<file path="src/rtl/multi_phase_carrier_gen.sv">
// Multi-channel triangle / sawtooth carrier generator with per-channel phase offsets.
// Configuration is double-buffered and swapped in at channel 0 period boundaries.
module multi_phase_carrier_gen #(
  parameter int BIT_WIDTH = 16,
  parameter int NUM_CH    = 4
) (
  input  logic                        MClk,
  input  logic                        Rst,
  input  logic                        En,
  input  logic [1:0]                  Mode,
  input  logic [BIT_WIDTH-1:0]        UpperLimit,
  input  logic [BIT_WIDTH-1:0]        LowerLimit,
  input  logic [BIT_WIDTH-1:0]        StepSize,
  input  logic [NUM_CH*BIT_WIDTH-1:0] PhaseOffset,
  input  logic                        CfgLoad,
  output logic [NUM_CH*BIT_WIDTH-1:0] Wave,
  output logic [NUM_CH-1:0]           Dir,
  output logic [NUM_CH-1:0]           PeakStb,
  output logic [NUM_CH-1:0]           ValleyStb,
  output logic                        CfgPending,
  output logic                        CfgErr,
  output logic                        Running
);
  localparam int W = BIT_WIDTH;
  localparam logic [1:0] MODE_SAW_UP = 2'd1;
  localparam logic [1:0] MODE_SAW_DN = 2'd2;

  typedef enum logic {IDLE, RUN} state_e;

  typedef struct packed {
    logic [1:0]          mode;
    logic [W-1:0]        upper, lower, step;
    logic [NUM_CH*W-1:0] offset;
  } cfg_t;

  typedef struct packed {
    logic         peak;
    logic         valley;
    logic         dir;
    logic [W-1:0] val;
  } ch_t;

  // Start state as {dir, value}; all arithmetic carries one extra bit.
  function automatic logic [W:0] start_state(logic [1:0] mode, logic [W-1:0] upper,
                                             logic [W-1:0] lower, logic [W-1:0] off);
    logic [W:0] u, l, r, oe, sum;
    logic       d;
    u = {1'b0, upper};
    l = {1'b0, lower};
    r = u - l;
    oe = {1'b0, off};
    if (mode == MODE_SAW_UP) begin
      if (oe > r) oe = r;
      sum = l + oe;
      d   = 1'b1;
    end else if (mode == MODE_SAW_DN) begin
      if (oe > r) oe = r;
      sum = u - oe;
      d   = 1'b0;
    end else begin
      if (oe > (r << 1)) oe = r << 1;
      sum = l + oe;
      d   = 1'b1;
      if (sum > u) begin
        sum = u - (oe - r);
        d   = 1'b0;
      end
    end
    return {d, W'(sum)};
  endfunction

  function automatic ch_t step_state(logic [1:0] mode, logic [W-1:0] upper, logic [W-1:0] lower,
                                     logic [W-1:0] step, logic [W-1:0] w_in, logic dir_in);
    logic [W:0] u, l, s, w, nxt;
    ch_t        n;
    u = {1'b0, upper};
    l = {1'b0, lower};
    s = {1'b0, step};
    w = {1'b0, w_in};
    n = '0;
    n.dir = dir_in;
    if (mode == MODE_SAW_UP) begin
      if (w + s > u) begin nxt = l; n.peak = 1'b1; end
      else nxt = w + s;
    end else if (mode == MODE_SAW_DN) begin
      if (w - l < s) begin nxt = u; n.valley = 1'b1; end
      else nxt = w - s;
    end else if (dir_in) begin
      if (w + s > u) begin
        nxt = u - (s - (u - w)); n.dir = 1'b0; n.peak = 1'b1;
      end else nxt = w + s;
    end else begin
      if (w - l < s) begin
        nxt = l + (s - (w - l)); n.dir = 1'b1; n.valley = 1'b1;
      end else nxt = w - s;
    end
    n.val = W'(nxt);
    return n;
  endfunction

  state_e              state_q;
  cfg_t                pend_q, act_q, cfg_in;
  logic                pend_valid_q, act_valid_q, err_q;
  logic [NUM_CH*W-1:0] wave_q;
  logic [NUM_CH-1:0]   dir_q, peak_q, valley_q;

  logic [W:0]          in_range;
  logic                cfg_ok, boundary, apply;
  logic [1:0]          src_mode;
  logic [W-1:0]        src_upper, src_lower;
  logic [NUM_CH*W-1:0] src_offset;
  logic [W:0]          start_s [NUM_CH];
  ch_t                 step_s  [NUM_CH];

  assign cfg_in   = {Mode, UpperLimit, LowerLimit, StepSize, PhaseOffset};
  assign in_range = {1'b0, UpperLimit} - {1'b0, LowerLimit};
  assign cfg_ok   = (UpperLimit > LowerLimit) && (StepSize != '0) && ({1'b0, StepSize} <= in_range);

  // Channel 0 wrap decides the period boundary; a pending set is swapped in there.
  assign boundary = (act_q.mode == MODE_SAW_UP) ? step_s[0].peak : step_s[0].valley;
  assign apply    = pend_valid_q && ((state_q == IDLE) || (En && boundary));

  assign src_mode   = apply ? pend_q.mode   : act_q.mode;
  assign src_upper  = apply ? pend_q.upper  : act_q.upper;
  assign src_lower  = apply ? pend_q.lower  : act_q.lower;
  assign src_offset = apply ? pend_q.offset : act_q.offset;

  always_comb begin
    for (int i = 0; i < NUM_CH; i++) begin
      start_s[i] = start_state(src_mode, src_upper, src_lower, src_offset[i*W +: W]);
      step_s[i]  = step_state(act_q.mode, act_q.upper, act_q.lower, act_q.step,
                              wave_q[i*W +: W], dir_q[i]);
    end
  end

  always_ff @(posedge MClk or posedge Rst) begin
    if (Rst) begin
      state_q      <= IDLE;
      pend_q       <= '0;
      act_q        <= '0;
      pend_valid_q <= 1'b0;
      act_valid_q  <= 1'b0;
      err_q        <= 1'b0;
      wave_q       <= '0;
      dir_q        <= '1;
      peak_q       <= '0;
      valley_q     <= '0;
    end else begin
      if (CfgLoad) begin
        if (cfg_ok) begin
          pend_q       <= cfg_in;
          pend_valid_q <= 1'b1;
          err_q        <= 1'b0;
        end else begin
          pend_valid_q <= 1'b0;
          err_q        <= 1'b1;
        end
      end else if (apply) begin
        pend_valid_q <= 1'b0;
      end
      if (apply) begin
        act_q       <= pend_q;
        act_valid_q <= 1'b1;
      end

      // NOTE: strobes default low here so they are single-cycle pulses; the step branch overrides.
      peak_q   <= '0;
      valley_q <= '0;
      if (state_q == RUN && En && !apply) begin
        for (int i = 0; i < NUM_CH; i++) begin
          wave_q[i*W +: W] <= step_s[i].val;
          dir_q[i]         <= step_s[i].dir;
          peak_q[i]        <= step_s[i].peak;
          valley_q[i]      <= step_s[i].valley;
        end
      end else begin
        for (int i = 0; i < NUM_CH; i++) begin
          wave_q[i*W +: W] <= start_s[i][W-1:0];
          dir_q[i]         <= start_s[i][W];
        end
      end

      case (state_q)
        IDLE:    if (En && act_valid_q) state_q <= RUN;
        RUN:     if (!En) state_q <= IDLE;
        default: state_q <= IDLE;
      endcase
    end
  end

  assign Wave       = wave_q;
  assign Dir        = dir_q;
  assign PeakStb    = peak_q;
  assign ValleyStb  = valley_q;
  assign CfgPending = pend_valid_q;
  assign CfgErr     = err_q;
  assign Running    = (state_q == RUN);
endmodule
</file>
<file path="config.mk">
export PLATFORM = sky130hd
export DESIGN_NAME = multi_phase_carrier_gen
export DESIGN_NICKNAME = d
export VERILOG_FILES = /design/src/rtl/multi_phase_carrier_gen.sv
export SDC_FILE = /design/constraint.sdc
export NUM_CORES = 2
export LEC_CHECK = 0
export CORE_MARGIN = 2
export CORE_UTILIZATION = 48
export CTS_BUF_LIST = sky130_fd_sc_hd__clkbuf_8
export DETAILED_ROUTE_END_ITERATION = 8
export HOLD_SLACK_MARGIN = 0.06
export PLACE_DENSITY_LB_ADDON = 0.05
export SLEW_MARGIN = 15
export SYNTH_ARGS = -nofsm -noshare
export SYNTH_HDL_FRONTEND = slang
export SYNTH_SLANG_ARGS = --single-unit
</file>
<file path="constraint.sdc">
create_clock -name MClk -period 16.9 [get_ports MClk]
set_input_delay 4.225 -clock MClk [delete_from_list [all_inputs] [get_ports MClk]]
set_output_delay 4.225 -clock MClk [all_outputs]
set_load 0.05 [all_outputs]
</file>
==> key figures <==
Die
  – DIE HEIGHT: 343 µm
  – DIE WIDTH: 343 µm
  – Die area: between 0.1 and 0.15 mm²
  – Effective utilization at floorplan: slightly below 50%
  – Core area: 0.114 mm²
  – I/O Pins: 197
  – Row count: 124

Detailed routing
  – Routed WL: 282 mm
  – Vias/cell: 6.50
  – Residual DRC count: 0
  – Vias: 56818
  – Routed Antenna Nets: 0
  – Drt initial violations: ~5900
  – Drt wl/cell: 32.3 µm
  – DRT Pass-1 Iters: 8

Logic synthesis
  – FF+latch count, synth: approximately 310
  – Synth Flop Type: dfrtp_1
  – Netlist cell types: 102
  – Asr flop ratio synth: 100%
  – Most frequent cells after synthesis: 945 x ha_1, 681 x inv_1, 641 x a21oi_1
  – Count leader, synth: ha_1
  – Synth top area cells: ha_1 21%, dfrtp_1 14%, fa_1 6.9%
  – Synthesized cell area: about 0.055 mm²
  – Syn_area_per_cell: 8.01 µm²
  – Syn. warnings: 0
  – EDFF count, synth: 0
  – Post-synthesis cell count: between 6000 and 7000
  – Yosys top cell by area: ha_1
  – Syn Nets: 8134
  – Sequential fraction of the synthesis area: between 10% and 20%
  – Top-area cell type share of the netlist area: 21.4%

Global route
  – GRT Residual Overflow: 0
  – Global-route usage over all layers: roughly 47%
  – Initial antenna violation count: 15
  – Largest net degree at the start of global routing: 110
  – Vias in the first global route: 55663
  – First-pass GRT wire length: 395 mm

Clock network
  – CTS clk-pin slew, worst paths: 0.07 ns
  – CTS sink cnt: 308
  – TritonCTS clock tree: yes
  – CTS max path bufs: 3
  – Root Driver: clkbuf_8
  – Later-pin clock latency in the skew report: 0.82 ns
  – H-tree depth: 2
  – Total CTS buffers: 59

Place
  – Routability cong.: roughly 1.1
  – Port Buf Inserts: 196
  – DP HPWL: roughly 230 mm

Outcome
  – Outcome: completed

Finish
  – Area growth syn-to-layout: 11.8%
  – Multi-input gate area in the final layout: 0.0442 mm²
  – Fraction of layout cells with a size suffix above 1: between 7 and 8%
  – Sequential cell area: 0.00771 mm²
  – # nets final: 8424
  – Fill count: 11058

STA
  – RSZ-0062 raised after global routing: no
  – Setup TNS: 0 ns
  – Period utilisation layout: 95.7%
  – Clk_skew: between 0.08 and 0.09 ns
  – Slew Limit Headroom: 15.5%
  – Final Critical Period: 16.18 ns
  – Final hold vios: 0
  – Max-slew violation count: 0
  – Final setup vio count: 0
  – Fmax: between 60 and 70 MHz
  – Worst Tran Pin Value: 1.25 ns

Worst setup path
  – Crit path capture type: register
  – Max incr delay on CP: 0.51 ns
  – Arr. time, crit path: between 15 and 20 ns
  – Reg2reg setup slack: just over 0.7 ns
  – Kind of critical path: register to register
  – CP required: 17.55 ns
  – Slowest CP cell: dfrtp_1
  – Reg2reg path depth: 73
  – Worst r2r src: Wave[1]$_DFF_PP0_
  – Worst R2R End: Wave[22]$_DFF_PP0_
  – Worst Path Max Fanout: 26
  – Worst setup SP type: register

Hold path
  – Hold crit path type: register to register
  – Hold path depth: 2
  – Worst Hold End: act_q[63]$_DFFE_PP0N_
  – Hold Crit Start: act_q[63]$_DFFE_PP0N_

Flow run
  – MaxCap Viol Count: 0
## critical path: cells and delay by family, from the launching register on
kind	cells	cell delay (ns)
adders and majority gates	9	2.81
buffers and inverters	7	1.28
xor gates and xnor gates	2	0.28
DFF	1	0.51
and+or+nand+nor	21	3.88
muxes	2	0.56
AOI/OAI and AO/OA	32	6.66
## layout by cell type (no fill, tap or decap), types with 220 or more instances in the layout
cell,netlist,layout
a21o_1,220,220
a21oi_1,641,637
buf_4,4,240
dfrtp_1,304,303
ha_1,945,944
inv_1,681,694
nand2_1,510,507
nor2_1,494,484
o21ai_0,465,453
xnor2_1,353,351
## sequential cells by signal (all words and copies together) (netlist names)
register	count
Wave	64
act_q	114
ValleyStb	4
act_valid_q	1
Dir	4
CfgPending	1
pend_q	114
CfgErr	1
Running	1
PeakStb	4
## kinds of logic after synthesis
| family | count (synthesis) | share of synthesized area, % |
|---|---|---|
| AOI/OAI and AO/OA | 2154 | 24.9 |
| and+or+nand+nor | 1629 | 13.7 |
| adders and majority gates | 1151 | 28.6 |
| buffers and inverters | 904 | 6.20 |
| xor gates and xnor gates | 485 | 7.73 |
| DFF | 308 | 14.0 |
| muxes | 250 | 4.83 |
## worst max-delay path by stage
stage                          start            endpoint  slack (ns)  cells after the start
5_1_grt            Wave[1]$_DFF_PP0_  Wave[52]$_DFF_PP0_        0.05                     70
3_5_place_dp       Wave[1]$_DFF_PP0_  Wave[40]$_DFF_PP0_        0.68                     72
6_report           Wave[1]$_DFF_PP0_  Wave[22]$_DFF_PP0_        0.72                     73
4_1_cts            Wave[1]$_DFF_PP0_  Dir[2]$_DFFE_PP1P_        0.56                     73
2_1_floorplan  act_q[65]$_DFFE_PP0N_  Wave[43]$_DFF_PP0_        0.11                     82
3_3_place_gp       Wave[1]$_DFF_PP0_  Dir[2]$_DFFE_PP1P_        0.82                     73
## area by class of cell
cell class | instances | share of cell area [%]
Timing Repair Buffer | 442 | 6.22
Clock inverter | 41 | 0.613
Multi-Input combinational cell | 5669 | 71.8
Sequential cell | 308 | 12.5
Tap cell | 1512 | 3.07
Clock buffer | 69 | 1.54
Inverter | 691 | 4.22
Antenna cell | 11 | 0.0447
## stage by stage
| stage | worst slack, ns | hold slack (ns) | instances | utilization (%) | instance area, µm² |
|---|---|---|---|---|---|
| after floorplan | 0.114 | 0.433 | 6881 | - | 55100 |
| after global placement | 0.823 | 0.443 | 8617 | 52.7 | 60100 |
| after detailed placement | 0.679 | 0.460 | 8618 | 52.7 | 60100 |
| after CTS | 0.558 | 0.474 | 8728 | 53.8 | 61500 |
| after global routing | 0.0540 | 0.499 | 8734 | 53.9 | 61600 |
| final | 0.724 | 0.471 | 8743 | 54.0 | 61600 |
## per-layer routing
| layer | track usage [%] | wire length, µm | vias up |
|---|---|---|---|
| li1 | - | - | 25048 |
| met1 | 53.3 | 101000 | 27184 |
| met2 | 73.1 | 121000 | 3404 |
| met3 | 13.4 | 30200 | 1166 |
| met4 | 40.2 | 29800 | 16 |
| met5 | 0 | 102 | - |
## what timing repair did
| item | in CTS | in global routing |
|---|---|---|
| setup buffers | 0 | 4 |
| setup endpoints to repair | 0 | 64 |
| hold buffers | 0 | 0 |
| gates resized for setup | 0 | 15 |
Power is left out: the tool's default activity adds up to more than one toggle a clock period on the data nets, which glitch-free logic cannot reach.
